===== config.mk =====
export PLATFORM = sky130hd
export DESIGN_NAME = mem_arbiter
export DESIGN_NICKNAME = d
export VERILOG_FILES = /design/src/rtl/mem_arb_pkg.sv /design/src/rtl/arb_fair_ctr.sv /design/src/rtl/mem_arbiter.sv
export SDC_FILE = /design/constraint.sdc
export NUM_CORES = 1
export LEC_CHECK = 0
export CAP_MARGIN = 20
export CELL_PAD_IN_SITES_DETAIL_PLACEMENT = 1
export CELL_PAD_IN_SITES_GLOBAL_PLACEMENT = 1
export CORE_MARGIN = 10
export CORE_UTILIZATION = 23
export DETAILED_ROUTE_END_ITERATION = 7
export PLACE_DENSITY = 0.84
export SYNTH_ARGS = -nofsm -noshare
export SYNTH_HDL_FRONTEND = slang
export SYNTH_HIERARCHICAL = 1
export SYNTH_SLANG_ARGS = --single-unit

===== constraint.sdc =====
create_clock -name CLK -period 1.5 [get_ports CLK]
set_input_delay 0.225 -clock CLK [delete_from_list [all_inputs] [get_ports CLK]]
set_output_delay 0.225 -clock CLK [all_outputs]
set_load 0.02 [all_outputs]

===== src/rtl/mem_arb_pkg.sv =====
// rtl/mem_arb_pkg.sv - shared types and constants for the instruction/data memory arbiter
package mem_arb_pkg;

  // RAM-side handshake status reported by the memory each cycle
  typedef enum logic [1:0] {
    FREE   = 2'd0,
    BUSY   = 2'd1,
    ACCESS = 2'd2,
    ERROR  = 2'd3
  } ramstate_t;

  // Arbiter ownership of the RAM port
  typedef enum logic [1:0] {
    IDLE   = 2'd0,
    DGRANT = 2'd1,
    IGRANT = 2'd2
  } arb_state_t;

  typedef logic [31:0] word_t;

  // Data grants tolerated while a fetch waits before the fetch is forced through
  localparam logic [2:0] FAIR_LIMIT = 3'd4;

endpackage


===== src/rtl/arb_fair_ctr.sv =====
// rtl/arb_fair_ctr.sv - counts data grants that bypassed a waiting instruction fetch
module arb_fair_ctr
  import mem_arb_pkg::*;
(
  input  logic clk_i,
  input  logic rst_i,
  input  logic inc_i,
  input  logic clr_i,
  output logic at_limit_o
);

  logic [2:0] cnt_q;

  // Clear wins over increment; saturate so the count can never wrap back below the limit
  always_ff @(posedge clk_i) begin
    if (rst_i) begin
      cnt_q <= 3'd0;
    end else if (clr_i) begin
      cnt_q <= 3'd0;
    end else if (inc_i && (cnt_q != 3'd7)) begin
      cnt_q <= cnt_q + 3'd1;
    end
  end

  assign at_limit_o = (cnt_q >= FAIR_LIMIT);

endmodule


===== src/rtl/mem_arbiter.sv =====
// rtl/mem_arbiter.sv - instruction/data memory arbiter; ARB_FAIR_EN enables fetch fairness
module mem_arbiter
  import mem_arb_pkg::*;
(
  input  logic      CLK,
  input  logic      RST,
  input  logic      halt,
  input  logic      iREN,
  input  word_t     iaddr,
  input  logic      dREN,
  input  logic      dWEN,
  input  word_t     daddr,
  input  word_t     dstore,
  input  ramstate_t ramstate,
  input  word_t     ramload,
  output logic      iwait,
  output logic      dwait,
  output word_t     iload,
  output word_t     dload,
  output word_t     ramaddr,
  output word_t     ramstore,
  output logic      ramREN,
  output logic      ramWEN
);

  arb_state_t state_q;
  word_t      addr_q;
  word_t      store_q;
  logic       wr_q;

  logic data_req;
  logic instr_ok;
  logic d_active;
  logic i_active;
  logic d_done;
  logic i_done;
  logic go_d;
  logic go_i;
  logic fair_force;

`ifdef ARB_FAIR_EN
  logic fair_at_limit;
  logic fair_inc;
  logic fair_clr;

  // A forced fetch only makes sense when a fetch is actually allowed to issue
  always_comb begin
    fair_force = (state_q == IDLE) && fair_at_limit && instr_ok;
    fair_inc   = go_d && instr_ok;
    fair_clr   = go_i;
  end

  arb_fair_ctr u_fair_ctr (
    .clk_i      (CLK),
    .rst_i      (RST),
    .inc_i      (fair_inc),
    .clr_i      (fair_clr),
    .at_limit_o (fair_at_limit)
  );
`else
  assign fair_force = 1'b0;
`endif

  // Request qualification and completion detection for the current owner
  always_comb begin
    data_req = dREN | dWEN;
    instr_ok = iREN & ~halt;
    d_active = (state_q == DGRANT) && data_req;
    i_active = (state_q == IGRANT) && iREN;
    d_done   = d_active && (ramstate == ACCESS);
    i_done   = i_active && (ramstate == ACCESS);
    go_i     = (state_q == IDLE) && (fair_force || (!data_req && instr_ok));
    go_d     = (state_q == IDLE) && !fair_force && data_req;
  end

  // Ownership FSM; latches the winning request's address, data and direction on grant
  always_ff @(posedge CLK) begin
    if (RST) begin
      state_q <= IDLE;
      addr_q  <= '0;
      store_q <= '0;
      wr_q    <= 1'b0;
    end else begin
      case (state_q)
        IDLE: begin
          if (go_i) begin
            state_q <= IGRANT;
            addr_q  <= iaddr;
            store_q <= '0;
            wr_q    <= 1'b0;
          end else if (go_d) begin
            state_q <= DGRANT;
            addr_q  <= daddr;
            store_q <= dWEN ? dstore : '0;
            wr_q    <= dWEN;
          end
        end
        DGRANT: begin
          if (!data_req || d_done) begin
            state_q <= IDLE;
          end
        end
        IGRANT: begin
          // halt is deliberately ignored here so an in-flight fetch is never cut short
          if (!iREN || i_done) begin
            state_q <= IDLE;
          end
        end
        default: state_q <= IDLE;
      endcase
    end
  end

  // RAM drive and requester responses; enables drop in the same cycle a requester aborts
  always_comb begin
    ramaddr  = (state_q != IDLE) ? addr_q  : '0;
    ramstore = (state_q != IDLE) ? store_q : '0;
    ramWEN   = d_active & wr_q;
    ramREN   = (d_active & ~wr_q) | i_active;
    iwait    = iREN & ~i_done;
    dwait    = data_req & ~d_done;
    iload    = i_done ? ramload : '0;
    dload    = (d_done && !wr_q) ? ramload : '0;
  end

endmodule


==> metrics.md, run 1 <==
| Metric | Value |
|---|---|
| Cell Rows | 45 |
| RSZ-0062 raised after global routing | yes |
| Maximum fanout along the worst path | 8 |
| Cell area after synthesis | 3530 µm² |
| Antenna violations before repair | 0 |
| Headroom to the max-slew limit | 0.742 |
| Total via count after detailed routing | 4,678 |
| Wire length of the first global-routing pass | 32,000 µm |
| Result of the run | finished, violations left |
| Mean instance size in the synthesized netlist | 9.11 µm² |
| Max Cap Viol | 0 |
| Sort of element at the end of the critical path | output pin |
| Clock insertion delay at the later pin of the skew report | 0.33 ns |
| Least-Margin Pin Slew | 0.377 ns |
| Number of endpoints failing setup at the final stage | 193 |
| CTS tree | done |
| Number of buffers inserted during clock tree synthesis | 9 |
| Via count normalized by instance count | 5.00 |
| Leading post-synthesis cells by instance count | sky130_fd_sc_hd__dfxtp_1, sky130_fd_sc_hd__nor2b_1, sky130_fd_sc_hd__and2_1 |
| Synth Flop Type | sky130_fd_sc_hd__dfxtp_1 |
| Skew final | 0.00512 ns |
| Violations in the final reports | negative setup slack |
| Type of the tightest min-delay check | in -> reg |
| Flip-flop and latch count after synthesis | 67 |
| Layout cell share with drive strength beyond 1 | 0.534 |
| Hold Crit Depth | 5 |
| Post-layout min period | 1.92 ns |
| Total Routing Usage GR | 0.201 |
| Top Ports | 268 |
| Syn Inst Count | 388 |
| Maximum clock rate | 522 MHz |
| Effective utilization at floorplan | 0.233 |
| Sum of negative setup slack | -46.98 ns |
| Power per cell area | 745 nW/µm² |
| Aggregate global routing overflow | 0 |
| Startpoint class of the critical path | flip-flop |
| Wirelength, routed | 24,500 µm |
| Number of fill cells | 1,517 |
| FFs w/ async S/R, synth | 0 |
| Clock Root Buffer | sky130_fd_sc_hd__clkbuf_16 |
| Number of DRC violations after detailed-routing iteration 0 | 175 |
| Antenna violation net count after detailed routing | 0 |
| Final RePlAce weighted congestion | 0.873 |
| Required @ worst endpoint | 1.27 ns |
| Worst setup margin | -0.415 ns |
| Place WS | -0.896 ns |
| Type of the worst setup path | reg -> out |
| Total count of hold-check failures in the final report | 0 |
| Count of final max-slew check failures | 0 |
| Clock input transition at the sequential cells of the worst setup and hold paths | 0.06 ns |
| Fraction of post-synthesis cell area in the top cell type by area | 0.379 |
| Power Total | 6.60 mW |
| Part of the cycle the worst path needs | 1.28 |
| Worst-case reg-to-reg path depth | 9 |
| Number of hold buffers added after CTS | 0 |
| Largest net degree at the start of global routing | 33 |
| Synth unique cells | 30 |
| Layout Area Growth over Synthesis | 151% |
| Leak | 3.78 nW |
| Largest voltage drop on the vdd net | 0.866 mV |
| Number of buffers inserted by port buffering | 267 |
| Total number of clock tree sinks | 67 |
| Biggest area consumer among synthesized cells | sky130_fd_sc_hd__dfxtp_1 |
| Post-synth EDFFs | 0 |
| Vertical die dimension | 144 µm |
| Seq/Total Area, Yosys | 0.379 |
| Number of antenna diodes | 0 |
| Area used by multi-input combinational logic | 2540 µm² |
| Yosys warnings | 6 |
| Routed wire length per instance | 26.2 µm |
| Net count after synthesis | 524 |
| Buffer levels on the longest clock path | 2 |
| Number of levels the H-tree was split into | 3 |
| Die span in x | 144 µm |
| Vias in the first global route | 5,169 |
| Fin Hold WS | 0.474 ns |
| Drt drc | 0 |
| Seq. cell area | 1350 µm² |
| Biggest area contributors in the synthesized netlist | sky130_fd_sc_hd__dfxtp_1, sky130_fd_sc_hd__nor2b_1, sky130_fd_sc_hd__and2_1 |
| Final layout net count | 878 |
| First-pass iteration count of the detailed router | 4 |
| Critical Path AT | 1.69 ns |
| Total Die Area | 20,700 µm² |
| Area of the core | 15,100 µm² |
| Estimated wirelength of the detail-placed design | 13,600 µm |
[flip-flops by register name (all words and copies together) (netlist names)]
signal,cells
store_q,32
wr_q,1
state_q,2
addr_q,32
[metal layers]
metal  share of wire  GRT usage  wire [µm]
met1            0.37      0.212       9170
met2            0.54      0.367      13200
met3           0.069     0.0762       1700
met4           0.019     0.0457        461
met5               0          0          0
[through the flow]
| stage | std cells | cell area, µm² | util |
|---|---|---|---|
| 2_1_floorplan | 388 | 3530 | - |
| 3_3_place_gp | 838 | 6620 | 0.437 |
| 3_5_place_dp | 838 | 6620 | 0.437 |
| 4_1_cts | 921 | 8060 | 0.532 |
| 5_1_grt | 935 | 8860 | 0.585 |
| 6_report | 935 | 8860 | 0.585 |
[layout by cell type (no fill, tap or decap), types with 2 or more instances in the layout]
master and instances:
sky130_fd_sc_hd__o221a_1 30, sky130_fd_sc_hd__nor2b_1 16, sky130_fd_sc_hd__o21a_4 4, sky130_fd_sc_hd__nor2b_4 45, sky130_fd_sc_hd__and2_4 63, sky130_fd_sc_hd__nand2b_4 2
sky130_fd_sc_hd__a32o_1 31, sky130_fd_sc_hd__dfxtp_1 65, sky130_fd_sc_hd__a31oi_1 30, sky130_fd_sc_hd__buf_6 150, sky130_fd_sc_hd__and3_4 2, sky130_fd_sc_hd__buf_4 54
sky130_fd_sc_hd__inv_1 32, sky130_fd_sc_hd__buf_16 8, sky130_fd_sc_hd__clkbuf_16 14, sky130_fd_sc_hd__bufinv_16 3, sky130_fd_sc_hd__buf_8 13, sky130_fd_sc_hd__dfxtp_4 2
sky130_fd_sc_hd__clkdlybuf4s50_1 131, sky130_fd_sc_hd__dlymetal6s2s_1 2, sky130_fd_sc_hd__nor2_4 2, sky130_fd_sc_hd__dlygate4sd2_1 2, sky130_fd_sc_hd__clkbuf_1 2, sky130_fd_sc_hd__buf_12 14
sky130_fd_sc_hd__o221a_4 2, sky130_fd_sc_hd__nor2b_2 6
[power by group]
group | internal [mW] | switching [mW]
combinational | 1.24 | 0.869
clock | 1.67 | 0.808
sequential | 1.92 | 0.0941
total | 4.83 | 1.77
[cell families (layout without fill, tap and decap cells)]
family / Yosys count / count (layout) / share of synthesized area
and+or+nand+nor: 144 / 144 / 0.258
buffers and inverters: 73 / 429 / 0.0927
DFF: 67 / 67 / 0.379
AOI/OAI and AO/OA: 104 / 107 / 0.270
[worst max-delay path, cell delays in order (launching register included)]
cell	delay (ns)
sky130_fd_sc_hd__dfxtp_4	0.36
sky130_fd_sc_hd__nand2b_4	0.15
sky130_fd_sc_hd__nor4_4	0.20
sky130_fd_sc_hd__buf_4	0.18
sky130_fd_sc_hd__clkbuf_16	0.14
sky130_fd_sc_hd__and2_1	0.16
sky130_fd_sc_hd__buf_4	0.16
[path summary, 6_finish.rpt]
| path | startpoint | to | slack (ns) |
|---|---|---|---|
| worst max-delay path | state_q[1] | dload[12] | -0.42 |
| worst min-delay path | ramstate[1] | state_q[1] | 0.47 |
| worst max register to register | state_q[1] | store_q[18] | -0.27 |
| worst min register to register | store_q[7] | store_q[7] | 0.50 |
[repair_timing]
action                                  in CTS  in global routing
gates cloned                                19                  5
pin swaps                                   47                 44
resized for setup                          809                235
setup buffers                               48                 29
endpoints found under the setup margin     197                198
[layout make-up]
type / count / share of cell area
timing repair buffer: 380 / 0.482
multi-input combinational: 251 / 0.286
sequential: 67 / 0.152
clock buffer: 12 / 0.0278
tap: 188 / 0.0265
inverter: 33 / 0.0140
clock inverter: 4 / 0.0110
(Power assumes the default switching activity.)
==> run 2, diff against run 1 <==
--- a/config.mk
+++ b/config.mk
@@ -8,7 +8,7 @@
 export CAP_MARGIN = 20
 export CELL_PAD_IN_SITES_DETAIL_PLACEMENT = 1
 export CELL_PAD_IN_SITES_GLOBAL_PLACEMENT = 1
-export CORE_MARGIN = 10
+export CORE_ASPECT_RATIO = 1.4
 export CORE_UTILIZATION = 23
 export DETAILED_ROUTE_END_ITERATION = 7
 export PLACE_DENSITY = 0.84
==> run 2 against run 1 <==
Compared with the run above: the run still ends with negative setup slack left; critical path depth grew 1; maximum frequency grew 0.26%; worst hold slack got worse by 0.072 ns; die area is 23% lower; wire length fell by 14%; non-clock buffer count shrank 26; largest cell class unchanged.
==> metrics.md, run 2 (same netlist as run 1, synthesis figures left out) <==
| Metric | Value |
|---|---|
| Result of the run | finished, violations left |
| Violations in the final reports | negative setup slack |
| Sort of element at the end of the critical path | output pin |
| Number of buffers inserted during clock tree synthesis | 9 (unchanged) |
| Max Cap Viol | 0 (unchanged) |
| Total Routing Usage GR | 0.217 (+0.0165) |
| Required @ worst endpoint | 1.27 ns (about the same) |
| Total number of clock tree sinks | 67 (unchanged) |
| Cell Rows | 53 (+18%) |
| Antenna violation net count after detailed routing | 0 (unchanged) |
| Maximum clock rate | 524 MHz (+0.26%) |
| Routed wire length per instance | 23.1 µm (-12%) |
| Length of routed met2 wiring | 11,900 µm (-9.3%) |
| Clock input transition at the sequential cells of the worst setup and hold paths | 0.06 ns (about the same) |
| Part of the cycle the worst path needs | 1.27 (-0.00334) |
| Final RePlAce weighted congestion | 0.835 (-4.4%) |
| Least-Margin Pin Slew | 0.472 ns (+0.0949 ns) |
| Via count normalized by instance count | 4.98 (-0.50%) |
| Clock Root Buffer | sky130_fd_sc_hd__clkbuf_16 |
| Most common cell after layout, fill and taps aside | sky130_fd_sc_hd__buf_6 |
| Startpoint class of the critical path | flip-flop |
| Clock insertion delay at the later pin of the skew report | 0.33 ns (about the same) |
| Top Ports | 268 (unchanged) |
| Design area | 8440 µm² (-4.8%) |
| Inst Count DP | 836 (-0.24%) |
| Place WS | -0.905 ns (-0.00909 ns) |
| Layout Area Growth over Synthesis | 139% |
| Slowest-stage cell, CP | sky130_fd_sc_hd__dfxtp_4 |
| Wire length of the first global-routing pass | 26,400 µm (-17%) |
| Worst setup margin | -0.410 ns (+0.00500 ns) |
| Vertical die dimension | 149 µm (+3.3%) |
| Area of the core | 15,000 µm² (-1.0%) |
| Type of the tightest min-delay check | in -> reg |
| Power per cell area | 722 nW/µm² (-3.0%) |
| RSZ-0062 raised after global routing | yes |
| Critical Path AT | 1.69 ns (about the same) |
| Most frequent cells in the layout | sky130_fd_sc_hd__buf_6, sky130_fd_sc_hd__clkdlybuf4s50_1, sky130_fd_sc_hd__dfxtp_1 |
| Buffer levels on the longest clock path | 2 (unchanged) |
| Layout cell share with drive strength beyond 1 | 0.505 (-0.0293) |
| Wirelength, routed | 21,100 µm (-14%) |
| Number of levels the H-tree was split into | 3 (unchanged) |
| Sum of negative setup slack | -56.80 ns (-9.82 ns) |
| Routed wl met3 | 1270 µm (-25%) |
| Estimated wirelength of the detail-placed design | 11,400 µm (-16%) |
| CTS tree | done |
| Leak | 3.60 nW (-4.8%) |
| Largest net degree at the start of global routing | 34 (+3.0%) |
| Final layout net count | 852 (-3.0%) |
| Total Die Area | 15,900 µm² (-23%) |
| Highest metal layer used by the detailed router | met4 |
| Total count of hold-check failures in the final report | 0 (unchanged) |
| Ordered cell list for the critical path | nand3b_1 -> nor2_4 -> buf_6 -> buf_6 -> buf_12 -> and2_4 -> buf_6 |
| Count of final max-slew check failures | 0 (unchanged) |
| Drt drc | 0 (unchanged) |
| Final Non-Filler Cells | 914 (-2.2%) |
| Largest voltage drop on the vdd net | 0.564 mV (-35%) |
| Type of the worst setup path | reg -> out |
| Post-place instance area | 6560 µm² (-0.87%) |
| Number of endpoints failing setup at the final stage | 195 (+1.0%) |
| Delay of the slowest cell on the worst path | 0.36 ns (about the same) |
| Headroom to the max-slew limit | 0.685 (-0.0568) |
| Skew final | 0.00811 ns (+0.00299 ns) |
| Effective utilization at floorplan | 0.236 (+0.00247) |
| Routed metal-1 wirelength | 7360 µm (-20%) |
| Post-layout min period | 1.91 ns (-0.00500 ns) |
| Number of fill cells | 1,591 (+4.9%) |
| Aggregate global routing overflow | 0 (unchanged) |
| Most frequent CP cell | sky130_fd_sc_hd__buf_6 |
| First-pass iteration count of the detailed router | 4 (unchanged) |
| Number of hold buffers added after CTS | 0 (unchanged) |
| Vias in the first global route | 4,731 (-8.5%) |
| Antenna violations before repair | 1 (+1) |
| Maximum fanout along the worst path | 4 (-4) |
| Die span in x | 107 µm (-26%) |
| Registers with the most flip-flops | addr_q: 32 flops, store_q: 32 flops, state_q: 2 flops |
| Number of DRC violations after detailed-routing iteration 0 | 137 (-22%) |
| Number of buffers inserted by port buffering | 267 (unchanged) |
| Total via count after detailed routing | 4,550 (-2.7%) |
run 2: cell types whose count changed in the layout (fill, tap and decap cells not counted), moves of 5 or more:
cell / delta
sky130_fd_sc_hd__nor2b_4: -9
sky130_fd_sc_hd__buf_8: -8
sky130_fd_sc_hd__nor2b_1: +12
sky130_fd_sc_hd__buf_6: -17
sky130_fd_sc_hd__buf_12: -5
sky130_fd_sc_hd__a31oi_4: +5
run 2: per-layer routing:
metal | up-vias | GRT usage
li1 | 2057 | -
met1 | 2249 | 0.218
met2 | 211 | 0.424
met3 | 33 | 0.0622
met4 | 0 | 0.0623
met5 | - | 0
run 2: final cells by class:
type / instances / area [µm²] / area share
Multi-Input combinational cell: 251 / 2510 / 0.297
Inverter: 33 / 124 / 0.0147
Timing Repair Buffer: 354 / 3920 / 0.465
Sequential cell: 67 / 1350 / 0.160
Clock inverter: 6 / 65.1 / 0.00771
Clock buffer: 10 / 229 / 0.0271
Antenna cell: 1 / 2.50 / 0.000296
Tap cell: 192 / 240 / 0.0285
run 2: final timing paths:
kind	from	end	slack [ns]	cells past startpoint
min	ramstate[1]	state_q[1]	0.40	4
max reg2reg	state_q[1]	store_q[23]	-0.32	9
max	state_q[0]	iload[31]	-0.41	7
min reg2reg	store_q[26]	store_q[26]	0.51	1
run 2: worst max-delay path, delay by kind of cell (launching register included):
family	cells	cell delay, ns
buf+inv	4	0.46
simple gates	3	0.54
flops	1	0.36
run 2: timing repair:
action | in CTS | in global routing
pin swaps | 31 | 56
setup endpoints to repair | 197 | 197
setup buffers | 21 | 21
hold endpoints to repair | 0 | 0
gates cloned | 11 | 11
resized for setup | 741 | 235
run 2: report_power, final:
| part | switching (mW) | total (mW) | internal, mW | leakage (nW) |
|---|---|---|---|---|
| combinational | 0.826 | 1.95 | 1.13 | 2.91 |
| clock | 0.850 | 2.14 | 1.29 | 0.143 |
| sequential | 0.0851 | 2.00 | 1.92 | 0.555 |
| total | 1.76 | 6.10 | 4.34 | 3.60 |
run 2: metrics by stage:
stage / util / hold slack [ns] / total power, mW
floorplan: - / 0.351 / 2.59
global placement: 0.438 / 0.467 / 3.29
detailed placement: 0.438 / 0.475 / 3.35
CTS: 0.492 / 0.482 / 5.70
global route: 0.563 / 0.419 / 6.32
finish: 0.563 / 0.402 / 6.10
==> run 3, diff against run 2 <==
--- a/config.mk
+++ b/config.mk
@@ -10,9 +10,9 @@
 export CELL_PAD_IN_SITES_GLOBAL_PLACEMENT = 1
 export CORE_ASPECT_RATIO = 1.4
 export CORE_UTILIZATION = 23
+export CTS_CLUSTER_DIAMETER = 80
 export DETAILED_ROUTE_END_ITERATION = 7
 export PLACE_DENSITY = 0.84
 export SYNTH_ARGS = -nofsm -noshare
 export SYNTH_HDL_FRONTEND = slang
-export SYNTH_HIERARCHICAL = 1
 export SYNTH_SLANG_ARGS = --single-unit
==> results of run 3 <==
Final layout, timing and power as in run 2 (identical DEF).
Main changes from that run: Yosys warning count 6 -> 0
